[src/rtl/prefix_tree_pipe.sv]
// Pipelined Kogge-Stone prefix tree: bitwise generate/propagate, then log2(N) prefix levels,
// each followed by a register stage, with per-stage valid/enable backpressure.
module prefix_tree_pipe #(
    parameter int unsigned N = 32
) (
    input  logic         clk,
    input  logic         rst,
    input  logic         in_valid,
    output logic         in_ready,
    input  logic [N-1:0] A,
    input  logic [N-1:0] B,
    input  logic         Cin_in,
    output logic         out_valid,
    input  logic         out_ready,
    output logic [N-1:0] G,
    output logic [N-1:0] P,
    output logic [N-1:0] Go_00,
    output logic [N-1:0] Po_00,
    output logic         Cin
);

    localparam int unsigned L = $clog2(N);
    localparam logic [N-1:0] ONES = '1;

    // Stage k registers: original G/P/Cin travel alongside the level-k group terms.
    logic [N-1:0] g_q  [L+1];
    logic [N-1:0] p_q  [L+1];
    logic [N-1:0] gk_q [L+1];
    logic [N-1:0] pk_q [L+1];
    logic [L:0]   cin_q;
    logic [L:0]   v_q;

    logic [N-1:0] gn_d [L+1];
    logic [N-1:0] pn_d [L+1];
    logic [L:0]   en_c;

    // Stage k may load unless it and every stage downstream are full and the sink stalls.
    for (genvar k = 0; k <= L; k++) begin : g_en
        assign en_c[k] = out_ready | ~(&v_q[L:k]);
    end

    // Prefix level k at distance 2^(k-1); low bits pass through (G shifts in 0, P shifts in 1).
    always_comb begin
        for (int unsigned k = 0; k <= L; k++) begin
            gn_d[k] = '0;
            pn_d[k] = '0;
        end
        for (int unsigned k = 1; k <= L; k++) begin
            gn_d[k] = gk_q[k-1] | (pk_q[k-1] & (gk_q[k-1] << (1 << (k-1))));
            pn_d[k] = pk_q[k-1] & ((pk_q[k-1] << (1 << (k-1))) | (ONES >> (N - (1 << (k-1)))));
        end
    end

    always_ff @(posedge clk) begin
        if (rst) begin
            for (int unsigned k = 0; k <= L; k++) begin
                g_q[k]  <= '0;
                p_q[k]  <= '0;
                gk_q[k] <= '0;
                pk_q[k] <= '0;
            end
            cin_q <= '0;
            v_q   <= '0;
        end else begin
            if (en_c[0]) begin
                g_q[0]   <= A & B;
                p_q[0]   <= A ^ B;
                gk_q[0]  <= A & B;
                pk_q[0]  <= A ^ B;
                cin_q[0] <= Cin_in;
                v_q[0]   <= in_valid;
            end
            for (int unsigned k = 1; k <= L; k++) begin
                if (en_c[k]) begin
                    g_q[k]   <= g_q[k-1];
                    p_q[k]   <= p_q[k-1];
                    gk_q[k]  <= gn_d[k];
                    pk_q[k]  <= pn_d[k];
                    cin_q[k] <= cin_q[k-1];
                    v_q[k]   <= v_q[k-1];
                end
            end
        end
    end

    assign in_ready  = en_c[0];
    assign out_valid = v_q[L];
    assign G         = g_q[L];
    assign P         = p_q[L];
    assign Go_00     = gk_q[L];
    assign Po_00     = pk_q[L];
    assign Cin       = cin_q[L];

endmodule

[config.mk]
export PLATFORM = sky130hd
export DESIGN_NAME = prefix_tree_pipe
export DESIGN_NICKNAME = d
export VERILOG_FILES = /design/src/rtl/prefix_tree_pipe.sv
export SDC_FILE = /design/constraint.sdc
export NUM_CORES = 1
export LEC_CHECK = 0
export ABC_AREA = 1
export CORE_UTILIZATION = 30
export CTS_CLUSTER_DIAMETER = 120
export CTS_CLUSTER_SIZE = 20
export DETAILED_ROUTE_END_ITERATION = 16
export PLACE_DENSITY = 0.43
export SKIP_CTS_REPAIR_TIMING = 1
export SLEW_MARGIN = 15
export SYNTH_ARGS = -nofsm -noshare
export SYNTH_HDL_FRONTEND = slang
export SYNTH_SLANG_ARGS = --single-unit
[constraint.sdc]
create_clock -name clk -period 14.16 [get_ports clk]
set_input_delay 2.832 -clock clk [delete_from_list [all_inputs] [get_ports clk]]
set_output_delay 2.832 -clock clk [all_outputs]
set_load 0.02 [all_outputs]
== Yosys cells after proc, flatten, opt, wreduce, memory -nomap -nowiden ==
Memories as Yosys holds them, arrays and structs flattened.
Index checks and enable logic that the tools add are counted.
Word-level totals
  register bits: 12
  memories: 4
  memory bits (writable): 768
  output and inout bits: 131
  input port bits: 69
  logic and storage cells: 118
Memories
  g_q: words 6, width 32, rd ports 6, clocked after Yosys merged registers in 0, write ports 6, line 26  | logic [N-1:0] g_q [L+1];
  gk_q: words 6, width 32, rd ports 6, clocked after Yosys merged registers in 0, write ports 6, line 28  | logic [N-1:0] gk_q [L+1];
  p_q: words 6, width 32, rd ports 6, clocked after Yosys merged registers in 0, write ports 6, line 27  | logic [N-1:0] p_q [L+1];
  pk_q: words 6, width 32, rd ports 6, clocked after Yosys merged registers in 0, write ports 6, line 29  | logic [N-1:0] pk_q [L+1];
Operators by class
  bitwise gates (word level): 53
  reductions and logical operators: 5
  muxes and demuxes: 44
Operators with widths (count)
  two-way mux 32 bit: 24
  bitwise AND 32 bit: 11
  bitwise OR 32 bit: 5
  XOR 32 bit: 1
  bitwise OR 1 bit: 30
  two-way mux 1 bit: 20
  inverter 1 bit: 6
  AND reduction 6 bit: 1
  AND reduction 5 bit: 1
  AND reduction 4 bit: 1
  AND reduction 3 bit: 1
  AND reduction 2 bit: 1

== Depth between registers and ports, before layout ==
  word-level depth: 7
  depth in mapped cells: 8

== Least setup slack after synthesis ==
OpenSTA, ideal clock, no wires.
  path kind: input to register
  from: in rst
  to: mem g_q[2][0] (netlist: g_q[0][64]), enable pin
  data required time: 12.745 ns
  arrival: 6.051 ns
  cell stages on the path: 4
  slack: 6.694 ns
  path through: inv_2 > buf_4 > buf_2 > nand3_1
RTL lines
  from (decl): line 7  | input logic rst,
  to (decl): line 26

== Final worst setup path ==
  from: in out_ready
  to: out in_ready
On the way
  word-level cells in the longest chain between the ends: 1
RTL lines
  from (decl): line 14  | input logic out_ready,
  bitwise OR 1 bit: line 39  | assign en_c[k] = out_ready | ~(&v_q[L:k]);
  to (decl): line 9  | output logic in_ready,
Every way passes these cells.

==> results.yml <==
layout:
  design_area_um2: 32030
  layout-area-overhead-vs-synth_pct: 14.90
  fin_nets: 2542
  stdcell_count: 3696
  antennaDiodeCount: 0
  drive_above_1_share_pct: 3.221
clocking:
  clk_latency_ns: 0.59
  cts_buffers: 41
  cts_tree: "done"
  cts.sinks: 706
  root_buffer: "clkbuf_16"
  cts.htree.levels: 2
  cts.path.max_buffers: 3
  path_clk_slew_ns: 0.08
global_routing:
  grt_pass1_vias: 16023
  grt.total_usage_pct: 12.89
  grt_max_degree: 93
  overflow: 0
  grt_antenna_before_repair: 0
  grt_pass1_wl_um: 93810
detailed_routing:
  postRouteAntennaNets: 0
  drc_errors: 0
  wl_per_cell_um: 16.50
  routed_wl_um: 60990
  dr.first_iter.drc_count: 895
  drtPass1Iterations: 5
  vias: 15418
  viasPerCell: 4.172
sta:
  worstMarginPinSlew_ns: 1.035
  hold_violations: 0
  skew_ns: 0.02526
  slew_violations: 0
  post-route-period-util_pct: 49.80
  hold_ws_ns: 0.4719
  max_freq_mhz: 141.8
  tns_ns: 0
  final-setup-viol-count: 0
  rsz0062_at_grt: "false"
  period_minus_slack_ns: 7.052
  layout_setup_ws_ns: 7.108
  slew_headroom_pct: 30.99
placed_design:
  dp_hpwl_um: 42280
  port_buffers: 199
  gp_congestion: 0.7944
  place_ws_ns: 7.114
  placed_area_um2: 30870
  place_inst: 3641
critical_path:
  crit_path_start_kind: "input pin"
  r2r_start: "v_q[3]$_SDFFE_PP0P_"
  worst_setup_path_end_kind: "output port"
  critical_path_class: "input pin to output port"
  arrival_ns: 4.22
  crit_fanout: 4
  r2r-end: "pk_q[2][30]$_SDFFCE_PN0P_"
  reg2reg_slack_ns: 11.47
  rr_worst_depth: 4
  worst-endpoint-required_ns: 11.33
synth:
  synth_cell_types: 17
  avgSynthCellArea_um2: 12.15
  synthesis.nets: 2395
  synth_top_area_share_pct: 74.77
  yosysWarningCount: 0
  synth-seq-cells: 706
  syn_inst: 2294
  ys_top_cells_by_area: "edfxtp_1, nor2_1, inv_1"
  yosysTopAreaCell: "edfxtp_1"
  syn_area_um2: 27870
  yosysSeqAreaShare_pct: 75.63
die:
  dieHeight_um: 306.8
  ioPinCount: 200
  start_util_pct: 30.36
  fp-row-count: 111
  die_x_um: 306.8
  dieArea_um2: 94130
  fp.coreArea_um2: 91800
run:
  drv_cap: 0
pwr:
  power.density_nw_per_um2: 115.4
  leakagePower_nw: 12.15
  vdd.ir_drop.worst_mv: 0.07469
worst_hold_path:
  hold_end: "cin_q[3]$_SDFFE_PP0P_"
  min_path_cells: 2
  min_from: "cin_q[3]$_SDFFE_PP0P_"
  min_path_type: "register to register"
status:
  status: "finished, final reports clean"
[where the power goes]
group / leakage, nW / internal (mW) / switching (mW)
clock network: 0.558 / 0.571 / 0.665
registers: 8.58 / 2.31 / 0.0306
logic: 3.02 / 0.0459 / 0.0752
total: 12.2 / 2.92 / 0.771
[routing by layer]
metal | vias up | part of all wire (%) | wire, um | track usage [%]
met5 | - | 0 | 0 | 0
met1 | 7554 | 47 | 28510 | 17.80
met2 | 252 | 48 | 29030 | 21.48
li1 | 7550 | - | - | -
met3 | 62 | 3.9 | 2369 | 1.723
met4 | 0 | 1.8 | 1086 | 2.942
[sequential cells by signal, summed over array words and instances (netlist names)]
register and count:
gk_q 155, p_q 187, cin_q 6, pk_q 160, v_q 6, g_q 192
[layout by cell type (no fill, tap or decap)]
| master | instances |
|---|---|
| a21oi_1 | 132 |
| buf_4 | 12 |
| bufinv_16 | 1 |
| clkbuf_1 | 8 |
| clkbuf_16 | 43 |
| clkdlybuf4s50_1 | 199 |
| clkinvlp_4 | 2 |
| dfxtp_1 | 12 |
| edfxtp_1 | 694 |
| ha_1 | 32 |
| inv_1 | 443 |
| inv_2 | 3 |
| inv_6 | 1 |
| nand2_1 | 144 |
| nand2_2 | 5 |
| nand2_4 | 8 |
| nand3_1 | 6 |
| nand3_2 | 1 |
| nand3_4 | 2 |
| nand4_1 | 4 |
| nor2_1 | 697 |
| nor2_8 | 1 |
| o21ai_0 | 3 |
[cells in the mapped netlist]
cell and instances:
nand2_1 148, clkbuf_1 8, nand2_2 9, nand3_1 9, inv_2 3, nand4_1 4, buf_2 39, ha_1 32
buf_4 47, o21ai_0 3, dfxtp_1 12, inv_1 443, buf_6 13, a21oi_1 132, nor2_1 697, nor2_8 1
edfxtp_1 694
[worst max-delay path: stages]
cell	delay, ns
clkdlybuf4s50_1	0.51
inv_2	0.06
nand3_1	0.17
clkdlybuf4s50_1	0.64
[per-stage QoR]
stage,util (%),total power [mW]
final,34.89,3.696
after global placement,33.62,2.512
after floorplan,-,2.450
after CTS,34.89,3.753
after detailed placement,33.62,2.513
after global routing,34.89,3.831
[area by class of cell]
cell class | instances | area (um2)
clock buffers | 51 | 1106
multi-input cells | 1035 | 4474
flip-flops and latches | 706 | 21080
inverters | 446 | 1674
well taps | 1243 | 1555
fillers | 9198 | 59780
clock inverters | 4 | 53.80
repair buffers | 211 | 2082
[cell families after synthesis]
kind of cell	after synthesis	synth area share, %
AND/OR/NAND/NOR	868	11.90
flip-flops	706	75.63
buffers and inverters	553	8.605
AO/OA/AOI/OAI	135	2.424
adder cells (fa/ha/maj)	32	1.436
[how the worst max path moves through the flow]
stage	to	slack, ns	startpoint
CTS	in_ready	7.11	out_ready
global route	in_ready	7.05	out_ready
finish	in_ready	7.11	out_ready
floorplan	g_q[0][64]$_SDFFCE_PN0P_	6.69	rst
detailed placement	in_ready	7.11	out_ready
global placement	in_ready	7.13	out_ready
Note: power is estimated with default switching activity, not from simulation.
